$ cat src/rtl/hospital_rover_pkg.sv
// Shared types and helpers for the hospital rover router: FSM states,
// direction encoding and loop-route shortest-path selection.
package hospital_rover_pkg;

    typedef enum logic [1:0] {
        S_IDLE   = 2'd0,
        S_PATROL = 2'd1,
        S_SEEK   = 2'd2,
        S_DWELL  = 2'd3
    } state_t;

    localparam logic DIR_UP   = 1'b0;
    localparam logic DIR_DOWN = 1'b1;

    // On a loop of n locations, go up unless going down is strictly shorter.
    function automatic logic shortest_dir(input int cur, input int tgt, input int n);
        int up_dist;
        up_dist = tgt - cur;
        if (up_dist < 0) begin
            up_dist = up_dist + n;
        end
        return (2 * up_dist <= n) ? DIR_UP : DIR_DOWN;
    endfunction

endpackage

$ cat src/rtl/rover_next_loc.sv
// Combinational one-step move of the rover along a loop route or a
// ping-pong corridor; used for both patrol and seek stepping.
module rover_next_loc
    import hospital_rover_pkg::*;
#(
    parameter int NUM_LOCS = 5,
    parameter int LOC_W    = 3,
    parameter int WRAP     = 1
) (
    input  logic [LOC_W-1:0] current_loc,
    input  logic             direction,
    output logic [LOC_W-1:0] next_loc,
    output logic             next_dir
);

    localparam logic [LOC_W-1:0] LAST = LOC_W'(NUM_LOCS - 1);
    localparam logic [LOC_W-1:0] ONE  = LOC_W'(1);

    always_comb begin
        next_loc = current_loc;
        next_dir = direction;
        if (direction == DIR_UP) begin
            if (current_loc >= LAST) begin
                if (WRAP != 0) begin
                    next_loc = '0;
                end else begin
                    next_loc = LAST - ONE;
                    next_dir = DIR_DOWN;
                end
            end else begin
                next_loc = current_loc + ONE;
            end
        end else begin
            if (current_loc == '0) begin
                if (WRAP != 0) begin
                    next_loc = LAST;
                end else begin
                    next_loc = ONE;
                    next_dir = DIR_UP;
                end
            end else begin
                next_loc = current_loc - ONE;
            end
        end
    end

endmodule

$ cat src/rtl/hospital_rover_router.sv
// Rover controller: free patrol under move_switch, or call-driven seek to a
// requested location followed by a fixed dwell.
module hospital_rover_router
    import hospital_rover_pkg::*;
#(
    parameter int NUM_LOCS     = 5,
    parameter int LOC_W        = 3,
    parameter int DWELL_CYCLES = 3,
    parameter int WRAP         = 1
) (
    input  logic             clk,
    input  logic             reset,
    input  logic             move_switch,
    input  logic             call_valid,
    input  logic [LOC_W-1:0] call_loc,
    output logic             call_ready,
    output logic [LOC_W-1:0] current_loc,
    output logic             direction,
    output logic             arrived,
    output logic             call_err,
    output logic             busy
);

    localparam int CNT_W = $clog2(DWELL_CYCLES + 1);
    localparam logic [CNT_W-1:0] CNT_LAST  = CNT_W'(DWELL_CYCLES - 1);
    localparam logic [LOC_W:0]   LOC_LIMIT = (LOC_W + 1)'(NUM_LOCS);

    state_t             state_q, state_d;
    logic [LOC_W-1:0]   loc_q, loc_d;
    logic [LOC_W-1:0]   target_q, target_d;
    logic               dir_q, dir_d;
    logic [CNT_W-1:0]   cnt_q, cnt_d;
    logic               arrived_q, arrived_d;
    logic               err_q, err_d;
    logic [LOC_W-1:0]   step_loc;
    logic               step_dir;
    logic               seek_dir;
    logic               accept;

    rover_next_loc #(
        .NUM_LOCS (NUM_LOCS),
        .LOC_W    (LOC_W),
        .WRAP     (WRAP)
    ) u_next_loc (
        .current_loc (loc_q),
        .direction   (dir_q),
        .next_loc    (step_loc),
        .next_dir    (step_dir)
    );

    // Handshake: a call is taken on call_valid & call_ready; call_ready is a
    // pure decode of the state register (high only in IDLE and PATROL).
    assign call_ready  = (state_q == S_IDLE) || (state_q == S_PATROL);
    assign busy        = (state_q == S_SEEK) || (state_q == S_DWELL);
    assign current_loc = loc_q;
    assign direction   = dir_q;
    assign arrived     = arrived_q;
    assign call_err    = err_q;
    assign accept      = call_valid && call_ready;

    always_comb begin
        if (WRAP != 0) begin
            seek_dir = shortest_dir(int'(loc_q), int'(call_loc), NUM_LOCS);
        end else begin
            seek_dir = (call_loc > loc_q) ? DIR_UP : DIR_DOWN;
        end
    end

    always_comb begin
        state_d   = state_q;
        loc_d     = loc_q;
        dir_d     = dir_q;
        target_d  = target_q;
        cnt_d     = cnt_q;
        arrived_d = 1'b0;
        err_d     = 1'b0;
        case (state_q)
            S_IDLE, S_PATROL: begin
                if (accept) begin
                    if ({1'b0, call_loc} >= LOC_LIMIT) begin
                        err_d = 1'b1;
                    end else if (call_loc == loc_q) begin
                        arrived_d = 1'b1;
                        cnt_d     = '0;
                        state_d   = S_DWELL;
                    end else begin
                        target_d = call_loc;
                        dir_d    = seek_dir;
                        state_d  = S_SEEK;
                    end
                end else if (move_switch) begin
                    loc_d   = step_loc;
                    dir_d   = step_dir;
                    state_d = S_PATROL;
                end else begin
                    state_d = S_IDLE;
                end
            end
            S_SEEK: begin
                // Seek direction never reaches a corridor end, so step_dir is unused here.
                if (move_switch) begin
                    loc_d = step_loc;
                    if (step_loc == target_q) begin
                        arrived_d = 1'b1;
                        cnt_d     = '0;
                        state_d   = S_DWELL;
                    end
                end
            end
            S_DWELL: begin
                if (cnt_q == CNT_LAST) begin
                    state_d = S_IDLE;
                end else begin
                    cnt_d = cnt_q + CNT_W'(1);
                end
            end
            default: state_d = S_IDLE;
        endcase
    end

    always_ff @(posedge clk or posedge reset) begin
        if (reset) begin
            state_q   <= S_IDLE;
            loc_q     <= '0;
            dir_q     <= DIR_UP;
            target_q  <= '0;
            cnt_q     <= '0;
            arrived_q <= 1'b0;
            err_q     <= 1'b0;
        end else begin
            state_q   <= state_d;
            loc_q     <= loc_d;
            dir_q     <= dir_d;
            target_q  <= target_d;
            cnt_q     <= cnt_d;
            arrived_q <= arrived_d;
            err_q     <= err_d;
        end
    end

endmodule

$ cat config.mk
export PLATFORM = sky130hd
export DESIGN_NAME = hospital_rover_router
export DESIGN_NICKNAME = d
export VERILOG_FILES = /design/src/rtl/hospital_rover_pkg.sv /design/src/rtl/rover_next_loc.sv /design/src/rtl/hospital_rover_router.sv
export SDC_FILE = /design/constraint.sdc
export NUM_CORES = 1
export LEC_CHECK = 0
export CELL_PAD_IN_SITES_DETAIL_PLACEMENT = 1
export CELL_PAD_IN_SITES_GLOBAL_PLACEMENT = 1
export CORE_ASPECT_RATIO = 1.1
export CORE_MARGIN = 5
export CORE_UTILIZATION = 40
export CTS_CLUSTER_DIAMETER = 40
export DETAILED_ROUTE_END_ITERATION = 8
export PLACE_DENSITY = 0.89
export RECOVER_POWER = 100
export REMOVE_ABC_BUFFERS = 1
export SYNTH_ARGS = -nofsm -noshare
export SYNTH_HDL_FRONTEND = slang
export SYNTH_SLANG_ARGS = --single-unit
export TNS_END_PERCENT = 100
$ cat constraint.sdc
create_clock -name clk -period 2.4 [get_ports clk]
set_input_delay 0.48 -clock clk [delete_from_list [all_inputs] [get_ports clk]]
set_output_delay 0.48 -clock clk [all_outputs]
set_load 0.01 [all_outputs]
Word level (Yosys, flattened, before mapping)
Cells that the tools add are included.
- bits in registers: 13
- latch bits: 0
- bits in writable memories: 0
- ROM bits: 0
- output and inout port bits: 8
- memories kept: 0
- add/sub/neg operators: 5
- multipliers: 0
- divide/modulo/power cells: 0
- $lt $le $gt $ge: 4
- equality and inequality tests: 17
- shifts and indexed selects: 0
- mux-type cells: 37
- bitwise logic cells: 2
- reductions and logical operators: 13
- operator list (kind ; number):
    $le A32 B4 Y1 const B ; 1
    $mux W31 ; 1
    $mux W2 ; 11
    $mux W1 ; 16
    $ne A2 B2 Y1 const B ; 8
    $mux W3 ; 5
    $pmux W2 S3 ; 2
    $reduce_and A4 Y1 ; 3
    $eq A2 B2 Y1 const B ; 3
    $eq A3 B3 Y1 ; 2
    $ge A3 B3 Y1 const B ; 2
    $pmux W3 S2 ; 1
    $reduce_and A6 Y1 ; 1
    $add A4 B4 Y5 const B ; 1
    $lt A4 B1 Y1 const B ; 1
    $ne A2 B1 Y1 const B ; 2
    $reduce_bool A2 Y1 ; 2
    $sub A3 B3 Y4 ; 1
    $add A3 B1 Y3 const B ; 1
    $logic_not A3 Y1 ; 1
    $ne A3 B3 Y1 const B ; 1
    $sub A3 B1 Y3 const B ; 1
    $add A2 B1 Y2 const B ; 1
    $eq A2 B1 Y1 const B ; 1
    7 further kinds ; 9

Longest topological paths before layout
- word-level depth: 8
- mapped depth: 8

Cells and area by module
Synthesis repeated with hierarchy kept, for this count alone.
- cell total of the unflattened synthesis: 94
- area total of the unflattened synthesis: 979.7 µm²
- modules (own cells, without submodules) (module ; times used ; cells an instance ; area an instance (µm²) ; sequential area each (µm²)):
    hospital_rover_router ; 1 ; 78 ; 852.1 ; 325.3
    rover_next_loc ; 1 ; 16 ; 127.6 ; 0.0

Worst setup path before layout
OpenSTA, ideal clock, no wires.
- path type: reg2reg
- start point: register loc_q[0], in the netlist current_loc[0]
- end point: register cnt_q[1]
- setup time: 0.135 ns
- arrival time: 1.967 ns
- path slack: 0.298 ns
- stages on the path, launching flop included: 9
- buffers on the path: 0
- clock period less this slack: 2.102 ns
- path through: dfrtp_1 -> inv_1 -> ha_1 -> ha_1 -> or4b_1 -> o21ai_2 -> xnor2_1 -> and4_4 -> o311ai_4
- cells in the longest elaborated chain, start to end: 6
- RTL lines (element ; RTL line ; RTL):
    start: declaration ; hospital_rover_router.sv:29 ; logic [LOC_W-1:0] loc_q, loc_d;
    start signal: assignment ; hospital_rover_router.sv:132 ; loc_q <= loc_d;
    $add A3 B1 Y3, or another cell as far along ; rover_next_loc.sv:31 ; next_loc = current_loc + ONE;
    $mux W3, on equally long branches ; rover_next_loc.sv:23, rover_next_loc.sv:34 ;
    $mux W3 ; rover_next_loc.sv:22 ; if (direction == DIR_UP) begin
    $eq A3 B3 Y1 ; hospital_rover_router.sv:103 ; if (step_loc == target_q) begin
    $ne A2 B1 Y1 (no source line) ; n/a ;
    $reduce_and A6 Y1 (no source line) * ; n/a ;
    end signal: assignment ; hospital_rover_router.sv:135 ; cnt_q <= cnt_d;
    end: declaration ; hospital_rover_router.sv:32 ; logic [CNT_W-1:0] cnt_q, cnt_d;
Every way passes the cells marked *; elsewhere a longest branch is shown, timed or not.
A chain may end at the register's enable or synchronous reset.

Worst setup path after layout
- start point: register loc_q[1], in the netlist current_loc[1]
- end point: register cnt_q[1]
The elaborated chain is that of the path after synthesis.

==> metrics.txt <==
Syn. warnings=0; buffer cell driving the clock tree root=sky130_fd_sc_hd__clkbuf_4; launch point of the critical path=current_loc[1]$_DFFE_PP0P_; antenna diode instance count=0; clock latency reported for the late side of the worst-skew pair=between 0.2 and 0.3 ns; start point of the worst hold path=target_q[2]$_DFFE_PP0P_; cell count of the worst reg-to-reg path=8; cells taking the most area after synthesis=sky130_fd_sc_hd__dfrtp_1, sky130_fd_sc_hd__ha_1, sky130_fd_sc_hd__inv_1; critical path startpoint category=register; adder-cell area share of the yosys netlist=between 10% and 20%; Mapped Area=915 um^2; number of distinct library cells after synthesis=34; final antenna-violating net count=0; input/output buffers=14; xor and xnor fraction of the mapped netlist area=~3.8%; clock sinks=13; multiplexer fraction of the synthesized cell area=~8%; fraction of the yosys area taken by sequential cells=roughly 36%; horizontal die dimension=between 50 and 60 um; number of global-route vias before repair=836; Post-Synthesis Cells=just over 90; worst-path cell chain=inv_1 > ha_1 > ha_1 > or4b_1 > o21ai_0 > xnor2_1 > and4_4 > o311ai_1; delay of the slowest cell on the worst path=about 0.48 ns; Layout Area Growth over Synthesis=24.5%; Top-Level Pins=15; setup skew after layout=about 0.0074 ns; area occupied by multi-input gates=between 500 and 600 um^2; level count of the clock H-tree=1; fraction of the mapped netlist area in simple logic gates=around 17%; Min-Delay Endpoint=target_q[2]$_DFFE_PP0P_; total area of sequential cells=325 um^2; final net count=between 100 and 150; # Post-CTS Setup Buffers=0; Cells after DPL=roughly 140; Setup-failing EPs final=0; Crit path required time=between 2 and 3 ns; Post-Layout Cell Count=~140; terminus of the critical flop-to-flop path=cnt_q[1]$_DFFE_PP0P_; initial core utilization=roughly 41%; max capacitance violation total=0; #FFs+latches synth=13; mean instance size in the synthesized netlist=approximately 9.9 um^2; final setup TNS=0 ns; number of antenna violations at the first check in global routing=0; standard-cell rows=18; element type at the critical path end=register; Crit path arrival time=roughly 2.5 ns; violation count after the first detailed-routing iteration=9; slowest CP cell=sky130_fd_sc_hd__or4b_1; Reg-to-Reg Start=current_loc[1]$_DFFE_PP0P_; power per cell area=approximately 1300 nW/um^2; timing-limited maximum frequency=438 MHz; First-pass DRT Iterations=2; final weighted congestion in routability-driven placement=between 0.8 and 0.9; LEAKAGE=roughly 0.00053 uW; hold path cells=1; total via count in the routed design=between 700 and 800; overall routing resource usage=between 10 and 15%; max_slew headroom=about two thirds; largest net degree at the start of global routing=14; Buffers & Inverters on Critical Path=1; wire length per cell=around 15 um; fraction of the mapped netlist area in compound gates=15.7%; maximum vdd drop=~0.0007 V; transition time of the tightest slew-check pin=0.505 ns; path class of the lowest-slack min-delay path=reg2reg; setup repair after global routing missed its margin=false; Top Family by Delay on Critical Path=simple AND/OR/NAND/NOR gates; Final Routed Wirelength=between 2000 and 2500 um; area of the placeable core=2210 um^2; critical path start-end classification=reg2reg; half-perimeter wire length of the detailed placement result=around 1900 um; wire length of the first global-routing pass=roughly 3600 um; Num CTS Buffers=3; number of failing hold endpoints at the final stage=0; fill cell total of the finished layout=275; most area-hungry cell type in the Yosys netlist=sky130_fd_sc_hd__dfrtp_1; part of the cycle the worst path needs=a little over nine tenths; number of DRC violations after detailed routing=0; Synth top area share=between 30 and 40%; clock tree from TritonCTS=yes; largest family of logic cells by synthesized area=simple AND/OR/NAND/NOR gates; Final Max Tran Viols=0; ratio of cells with drive above 1 in the final layout=15.9%; Die ar.=roughly 3300 um^2; result of the run=finished clean; aggregate global routing overflow=0; number of buffers between clock root and the deepest sink=2; clock edge transition at the registers on the reported setup and hold paths=0.08 ns; via count normalized by instance count=~5.3; clock period minus final worst setup slack=~2.3 ns; setup slack of the most critical reg-to-reg path=between 0.1 and 0.15 ns; floorplan die height=around 60 um; cell with the most instances on the worst path=sky130_fd_sc_hd__ha_1; peak fanout along the critical path=4
==> cells in the final DEF, fill, tap and decap left out, types with 2 or more instances in the layout <==
cell type,synthesis,layout
sky130_fd_sc_hd__nor2b_1,2,2
sky130_fd_sc_hd__nand3_1,2,2
sky130_fd_sc_hd__nand2_1,7,7
sky130_fd_sc_hd__clkdlybuf4s50_1,0,4
sky130_fd_sc_hd__mux2_2,4,4
sky130_fd_sc_hd__dlygate4sd3_1,0,9
sky130_fd_sc_hd__ha_2,0,2
sky130_fd_sc_hd__clkbuf_4,0,3
sky130_fd_sc_hd__o21ai_0,3,7
sky130_fd_sc_hd__a21oi_1,3,3
sky130_fd_sc_hd__inv_1,12,11
sky130_fd_sc_hd__nor2_1,4,4
sky130_fd_sc_hd__buf_4,0,4
sky130_fd_sc_hd__or4b_1,2,2
sky130_fd_sc_hd__ha_1,9,7
sky130_fd_sc_hd__mux2i_1,3,3
sky130_fd_sc_hd__nand2b_1,3,3
sky130_fd_sc_hd__xnor2_1,3,3
sky130_fd_sc_hd__dfrtp_1,13,13
==> per-stage QoR <==
| stage | area [um^2] | hold slack [ns] | power [uW] | setup WS [ns] | utilization (%) |
|---|---|---|---|---|---|
| final | 1140 | 0.536 | 1480 | 0.119 | 51.6 |
| after floorplan | 911 | 0.357 | 1080 | 0.298 | - |
| after global routing | 1140 | 0.564 | 1620 | 0.0239 | 51.6 |
| after CTS | 1160 | 0.539 | 1590 | 0.0142 | 52.4 |
| after global placement | 1120 | 0.516 | 1340 | -0.153 | 50.7 |
| after detailed placement | 1120 | 0.521 | 1430 | -0.321 | 50.7 |
==> cells in the mapped netlist <==
cell                       count
sky130_fd_sc_hd__inv_1        12
sky130_fd_sc_hd__o31ai_1       1
sky130_fd_sc_hd__fa_1          1
sky130_fd_sc_hd__a21oi_1       3
sky130_fd_sc_hd__dfrtp_1      13
sky130_fd_sc_hd__and4_4        1
sky130_fd_sc_hd__o21ai_1       2
sky130_fd_sc_hd__a221oi_1      1
sky130_fd_sc_hd__nor2_1        4
sky130_fd_sc_hd__mux2i_1       3
sky130_fd_sc_hd__nand4_1       1
sky130_fd_sc_hd__o311ai_4      1
sky130_fd_sc_hd__o22ai_1       1
sky130_fd_sc_hd__o31ai_2       1
sky130_fd_sc_hd__nand2b_1      3
sky130_fd_sc_hd__xnor2_1       3
sky130_fd_sc_hd__or4b_1        2
sky130_fd_sc_hd__nor3_1        1
sky130_fd_sc_hd__ha_1          9
sky130_fd_sc_hd__clkbuf_1      1
sky130_fd_sc_hd__nor2b_1       2
sky130_fd_sc_hd__or3_1         1
sky130_fd_sc_hd__o211a_1       1
sky130_fd_sc_hd__mux2_2        4
sky130_fd_sc_hd__nand3_1       2
sky130_fd_sc_hd__o21ai_2       2
sky130_fd_sc_hd__xor2_1        1
sky130_fd_sc_hd__and3_1        1
sky130_fd_sc_hd__nor3b_1       1
sky130_fd_sc_hd__nor4b_1       1
sky130_fd_sc_hd__a22oi_1       1
sky130_fd_sc_hd__o21ai_0       3
sky130_fd_sc_hd__a21o_1        1
sky130_fd_sc_hd__nand2_1       7
==> what timing repair did <==
action                     CTS  global route
hold buffers                 0             0
pin swaps                    0             3
setup endpoints to repair    1             1
resized for setup            2             4
==> registers in the layout, summed over array words and instances, names as in the netlist <==
register and flops:
state_q 2, arrived 1, call_err 1, current_loc 3, target_q 3, cnt_q 2
direction 1
==> worst register-to-register path, delay by kind of cell (launching register included) <==
family          cells  cell delay, ns
compound gates      2            0.40
xor+xnor            1            0.14
fa+ha+maj           2            0.47
buf+inv             1            0.12
flops               1            0.37
simple gates        2            0.69
==> routing by layer <==
layer | vias up | global-route usage (%) | wire length (um)
li1 | 367 | - | -
met1 | 370 | 12.7 | 808
met4 | 0 | 7.99 | 65
met2 | 20 | 29.6 | 1220
met3 | 8 | 3.02 | 94
met5 | - | 0 | 0
==> layout make-up <==
cell class                 count  area share (%)
clock buffer                   4            2.31
inverter                      12            3.96
multi-input combinational     66            46.7
sequential                    13            28.6
tap                           30            3.30
timing repair buffer          18            15.2
==> how the worst max path moves through the flow <==
| stage | endpoint | depth (start not counted) |
|---|---|---|
| 2_1_floorplan | cnt_q[1]$_DFFE_PP0P_ | 8 |
| 3_5_place_dp | direction$_DFFE_PP0P_ | 9 |
| 3_3_place_gp | direction$_DFFE_PP0P_ | 9 |
| 5_1_grt | cnt_q[1]$_DFFE_PP0P_ | 8 |
| 6_report | cnt_q[1]$_DFFE_PP0P_ | 8 |
| 4_1_cts | direction$_DFFE_PP0P_ | 8 |
==> power breakdown <==
part | internal (uW) | switching (uW) | total (uW)
clock network | 64.4 | 70.5 | 135
logic | 453 | 485 | 937
registers | 318 | 92.9 | 411
total | 835 | 648 | 1480
==> cell families (layout without fill, tap and decap cells) <==
group | after synthesis | count (layout)
multiplexers | 7 | 7
flip-flops | 13 | 13
AO/OA/AOI/OAI | 18 | 18
adder cells (fa/ha/maj) | 10 | 10
AND/OR/NAND/NOR | 27 | 27
buffers and inverters | 13 | 34
XOR/XNOR | 4 | 4
No activity file was read; power rests on OpenSTA's default activity.
